[config.mk]
export PLATFORM = sky130hd
export DESIGN_NAME = wb_regfile
export DESIGN_NICKNAME = d
export VERILOG_FILES = /design/src/rtl/wb_regfile.sv
export SDC_FILE = /design/constraint.sdc
export NUM_CORES = 2
export LEC_CHECK = 0
export CAP_MARGIN = 20
export CELL_PAD_IN_SITES_DETAIL_PLACEMENT = 1
export CELL_PAD_IN_SITES_GLOBAL_PLACEMENT = 2
export CORE_MARGIN = 1
export CORE_UTILIZATION = 40
export CTS_CLUSTER_SIZE = 28
export DETAILED_ROUTE_END_ITERATION = 8
export GPL_ROUTABILITY_DRIVEN = 0
export PLACE_DENSITY = 0.84
export SYNTH_ARGS = -nofsm -noshare
export SYNTH_HDL_FRONTEND = slang
export SYNTH_SLANG_ARGS = --single-unit
[constraint.sdc]
create_clock -name clk -period 2.9 [get_ports clk]
set_clock_uncertainty 0.05 [all_clocks]
set_input_delay 0.58 -clock clk [delete_from_list [all_inputs] [get_ports clk]]
set_output_delay 0.58 -clock clk [all_outputs]
set_load 0.02 [all_outputs]
[src/rtl/wb_regfile.sv]
// Writeback stage plus 32-entry architectural register file with two
// decode read ports, same-cycle write-through bypass and commit bookkeeping.
module wb_regfile #(
    parameter int DATA_W   = 32,
    parameter int ADDR_W   = 5,
    parameter int NUM_REGS = 32
) (
    input  logic              clk,
    input  logic              reset,
    input  logic              wb_isValid,
    input  logic [ADDR_W-1:0] wb_rd,
    input  logic              wb_mem_read,
    input  logic              wb_mem_write,
    input  logic              wb_reg_write,
    input  logic [DATA_W-1:0] wb_aluResult,
    input  logic [DATA_W-1:0] wb_memResult,
    input  logic [ADDR_W-1:0] id_rs1,
    input  logic [ADDR_W-1:0] id_rs2,
    output logic [DATA_W-1:0] id_rs1_data,
    output logic [DATA_W-1:0] id_rs2_data,
    output logic [DATA_W-1:0] wb_data,
    output logic              wb_we,
    output logic [31:0]       wb_write_count,
    output logic [ADDR_W-1:0] wb_last_rd
);

    logic [DATA_W-1:0] regs_q [NUM_REGS];
    logic [31:0]       count_q, count_d;
    logic [ADDR_W-1:0] last_rd_q, last_rd_d;
    logic              rd_nonzero;

    // A store wins over reg_write; writes to x0 are dropped before they count.
    assign rd_nonzero = (wb_rd != '0);
    assign wb_data    = wb_mem_read ? wb_memResult : wb_aluResult;
    assign wb_we      = wb_isValid & wb_reg_write & ~wb_mem_write & rd_nonzero;

    always_comb begin
        count_d   = count_q;
        last_rd_d = last_rd_q;
        if (wb_we) begin
            count_d   = count_q + 32'd1;
            last_rd_d = wb_rd;
        end
    end

    always_ff @(posedge clk) begin
        if (reset) begin
            for (int i = 0; i < NUM_REGS; i++) begin
                regs_q[i] <= '0;
            end
            count_q   <= '0;
            last_rd_q <= '0;
        end else begin
            if (wb_we) begin
                regs_q[wb_rd] <= wb_data;
            end
            count_q   <= count_d;
            last_rd_q <= last_rd_d;
        end
    end

    always_comb begin
        id_rs1_data = '0;
        if (id_rs1 == '0) begin
            id_rs1_data = '0;
        end else if (wb_we && (id_rs1 == wb_rd)) begin
            id_rs1_data = wb_data;
        end else begin
            id_rs1_data = regs_q[id_rs1];
        end
    end

    always_comb begin
        id_rs2_data = '0;
        if (id_rs2 == '0) begin
            id_rs2_data = '0;
        end else if (wb_we && (id_rs2 == wb_rd)) begin
            id_rs2_data = wb_data;
        end else begin
            id_rs2_data = regs_q[id_rs2];
        end
    end

    assign wb_write_count = count_q;
    assign wb_last_rd     = last_rd_q;

endmodule

; Word level (Yosys, flattened, before mapping)
; Memories as Yosys holds them, arrays and structs flattened.
; Index checks and enable logic that the tools add are counted.
[word_totals]
regBits = 37
mem_bits_rw = 1024
inputBits = 85
output_inout_bits = 134
elab_cells = 29
mem_count = 1
[memory_table]
columns = memory, depth, width, rd, rd_clocked_by_memory_dff, wr, line
row1 = regs_q, 32, 32, 2, 0, 32, 27  ; logic [DATA_W-1:0] regs_q [NUM_REGS];
[op_classes]
add_sub_neg = 1
n_eq_ne = 2
muxes = 13
bitwise = 4
n_reduce_logical = 6
[op_table]
columns = op, count
row1 = two-way mux 32 bit, 6
row2 = adder 32 x 1 -> 32 bit (second input constant), 1
row3 = OR reduction 32 bit, 1
row4 = == test 5 bit, 2
row5 = logical NOT 5 bit, 2
row6 = two-way mux 1 bit, 6
row7 = two-way mux 5 bit, 1
row8 = nonzero test 5 bit, 1
row9 = AND 1 bit, 3
row10 = logical AND 1 bit, 2
row11 = inverter 1 bit, 1

; Depth between registers and ports, before layout
[logic_depth]
word_depth = 8
depth_mapped = 11
depth_no_buf = 7

; Least setup slack after synthesis
; Ideal clock, no wire load.
[synth_timing]
path_type = in2out
startpoint = in wb_mem_write
endpoint = out id_rs2_data[11]
arrival_ns = 2.504
required_time_ns = 2.270
slack_ns = -0.234
stages = 8
path_buffers = 2
cell_sequence = nand3b_1 > a21o_1 > inv_2 > buf_2 > and4_1 > clkbuf_1 > a211oi_1 > a211oi_1
[synth_via]
elab_chain_cells = 6
[synth_rtl]
columns = element, line
row1 = "start, declared", 13  ; input logic wb_mem_write,
row2 = inverter 1 bit, 35  ; assign wb_we = wb_isValid & wb_reg_write & ~wb_mem_write & rd_nonzero;
row3 = AND 1 bit (2 in series), 35
row4 = named net wb_we, 22  ; output logic wb_we,
row5 = logical AND 1 bit, 77  ; end else if (wb_we && (id_rs2 == wb_rd)) begin
row6 = two-way mux 32 bit, 77
row7 = two-way mux 32 bit, 75  ; if (id_rs2 == '0) begin
row8 = "end, declared", 20  ; output logic [DATA_W-1:0] id_rs2_data,
; The timed path passes the listed nets, and every way through them passes these cells.

==> impl_results.md <==
* Nets at about 4800
* Final ANT Viol Nets at 0
* IO buf count at about 220
* Wire length per cell at ~40 microns
* Crit path max fanout at 2
* TritonCTS Buffers at 113
* Num rows at around 140
* Worst-margin pin slew at between 0.9 and 1 ns
* Crit path DAT at 3.01 ns
* Final setup margin at -0.743 ns
* Top cells by count, synth: 1058 x nor2_1, 1024 x edfxtp_1, 469 x mux4_2
* Number of synthesized flops with an enable pin at around 1000
* Crit-path cells: buf_4 -> mux2_2 -> o22ai_1 -> nor2_1 -> nor3_1 -> o21a_2 -> o32ai_4 -> buf_6
* # Max-Cap Violations at 0
* Slew Limit Fails at 0
* Remaining global-route overflow at 0
* Vias at ~46000
* WS Path Type: flop to primary output
* Die Width at ~370 microns
* Initial Util at ~40%
* Vias in the first global route at between 40000 and 50000
* Worst min path class: input pin to flop
* Crit share post-route at 126%
* Failing checks: setup timing
* Initial antenna violation count at 11
* Buf/Inv on CP at 2
* Most numerous cell in the Yosys netlist: nor2_1
* Design Power at 0.0410 W
* Root Buffer: clkbuf_16
* Synth Instances at slightly below 4000
* Die footprint at around 140000 sq um
* Warnings, synthesis at 0
* Worst path top cell family by delay: compound AO/OA/AOI/OAI gates
* Final cell count without fillers at ~6700
* Mean Syn Cell Area at between 10 and 15 sq um
* Outcome: complete, but fails checks
* DRT iter0 DRCs at approximately 8000
* Final hold viol count at 0
* Share of Yosys cell area claimed by the top area cell type at between 50% and 60%
* Worst slew margin relative to its limit at 35.2%
* Clock Path Buffers at 3
* Clk_lat worst skew at between 0.7 and 0.8 ns
* Setup total negative slack at -28.18 ns
* TritonCTS Sinks at between 1000 and 1500
* Clk slew on worst S/H paths at about 0.07 ns
* Die Y at about 370 microns
* Post-DP HPWL at about 160 mm
* Highest Clock Rate at about 270 MHz
* Power Density at ~550 nW/um^2
* CP max-delay cell: edfxtp_1
* Share of synthesized flip-flops with an asynchronous set or reset at 0%
* CTS tree: yes
* Total GRT Usage at 36.3%
* DRT Pass-1 Iters at 6
* CP endpoint kind: primary output
* Yosys cell types at 67
* H-Tree Level Count at 3
* DRC errors left at 0
* Via density at 6.88
* Synthesis-to-layout area growth at 33.5%
* Final Routed Wirelength at between 200 and 300 mm
* Final setup fails at between 60 and 70
* Cell area after synthesis at roughly 55000 sq um
* CP Launch Type: flop
* Cell Count Post-Placement at ~6300
* Share of cells above drive strength 1 at approximately two fifths
* Top FF cell, synth: edfxtp_1
* Critical Path RT at between 2 and 2.5 ns
* First-pass GRT wire length at around 360 mm
* Peak VDD IR at 0.000503 V
* Util after Layout at 53.9%
* Ports at approximately 220
* Cell types occupying the most area after synthesis: edfxtp_1 55%, mux4_2 19%, nor2_1 7.2%
* Core area at between 100000 and 150000 sq um
* Crit-path max cell delay at about 0.47 ns
* Post-synthesis sequential area ratio at a little under three fifths
* Largest net degree at the start of global routing at between 50 and 60
* RSZ-0062 raised after global routing: true
* Yosys top cell by area: edfxtp_1
* Leak at about 27 nW
* Fin Hold WS at around 0.37 ns
* Synthesis-stage register bit count at 1061
* Fin crit period at between 3 and 4 ns
## area by class of cell
class / instances / area (sq um)
fill: 13100 / 63400
tap: 1794 / 2240
inverter: 42 / 158
clock buffer: 138 / 3000
timing repair buffer: 1056 / 11900
sequential: 1061 / 31500
antenna: 7 / 17.5
clock inverter: 76 / 728
multi-input combinational: 2481 / 24500
## worst register-to-register path, delay by kind of cell (launching register included)
kind          cells  cell delay, ns
simple gates      5            0.97
buf+inv           1            0.22
xor+xnor          1            0.17
flops             1            0.45
## layer usage
layer | GRT usage (%) | routed length (microns) | up-vias | part of all wire (%)
met1 | 44.6 | 87300 | 23200 | 33
li1 | - | - | 16800 | -
met3 | 12.6 | 39000 | 1274 | 15
met5 | 0 | 150 | - | 0.057
met4 | 23.3 | 22300 | 8 | 8.5
met2 | 54.4 | 114000 | 4540 | 43
## registers in the layout (all words and copies together), names as in the netlist
register / count
regs_q: 1024
wb_write_count: 32
wb_last_rd: 5
## report_power, final
group	leakage (nW)	switching [W]	internal, W
Combinational	15.2	0.00422	0.00346
Sequential	10.0	0.000522	0.0176
Clock	1.81	0.00680	0.00843
## placed cells by master (no fill, tap or decap), types with 32 or more instances in the layout
master           count
buf_12             204
mux2i_1            170
edfxtp_1          1024
nand2_2             38
dfxtp_1             37
a211oi_2            63
o22ai_2             32
buf_4              542
nand2_1             33
conb_1              32
inv_1               38
nor2_1            1045
mux2i_4             40
buf_6              105
mux4_2             469
a21oi_2             39
a221oi_2            36
clkdlybuf4s50_1    127
clkbuf_16          119
## worst paths after layout
| path | depth (start not counted) | from | slack (ns) | to |
|---|---|---|---|---|
| setup / recovery | 8 | regs_q[8][21] | -0.74 | id_rs1_data[21] |
| hold / removal | 2 | reset | 0.37 | regs_q[0][0] |
| setup reg to reg | 7 | wb_write_count[3] | 0.90 | wb_write_count[31] |
| hold reg to reg | 2 | wb_last_rd[4] | 0.42 | wb_last_rd[4] |
## cells by family after synthesis
family | count (synthesis) | synth area share, %
flip-flops | 1061 | 56.8
AO/OA/AOI/OAI | 389 | 4.97
other | 1 | 0.00676
XOR/XNOR | 41 | 0.647
multiplexers | 722 | 23.7
adder cells (fa/ha/maj) | 1 | 0.0226
buffers and inverters | 461 | 4.34
AND/OR/NAND/NOR | 1296 | 9.58
## per-stage QoR
step	worst slack [ns]	instance area [sq um]
after floorplan	-0.139	55900
after CTS	-0.678	72800
final	-0.743	74100
after global routing	-0.744	74100
after global placement	-1.51	65800
after detailed placement	-1.48	65800
## what timing repair did
action                     4_1_cts  5_1_grt
pin swaps                      152      104
hold buffers                     0        0
gates resized for setup        742      169
setup endpoints to repair       71       65
gates cloned                    10        4
setup buffers                  116       65
No activity file was read; power rests on OpenSTA's default activity.
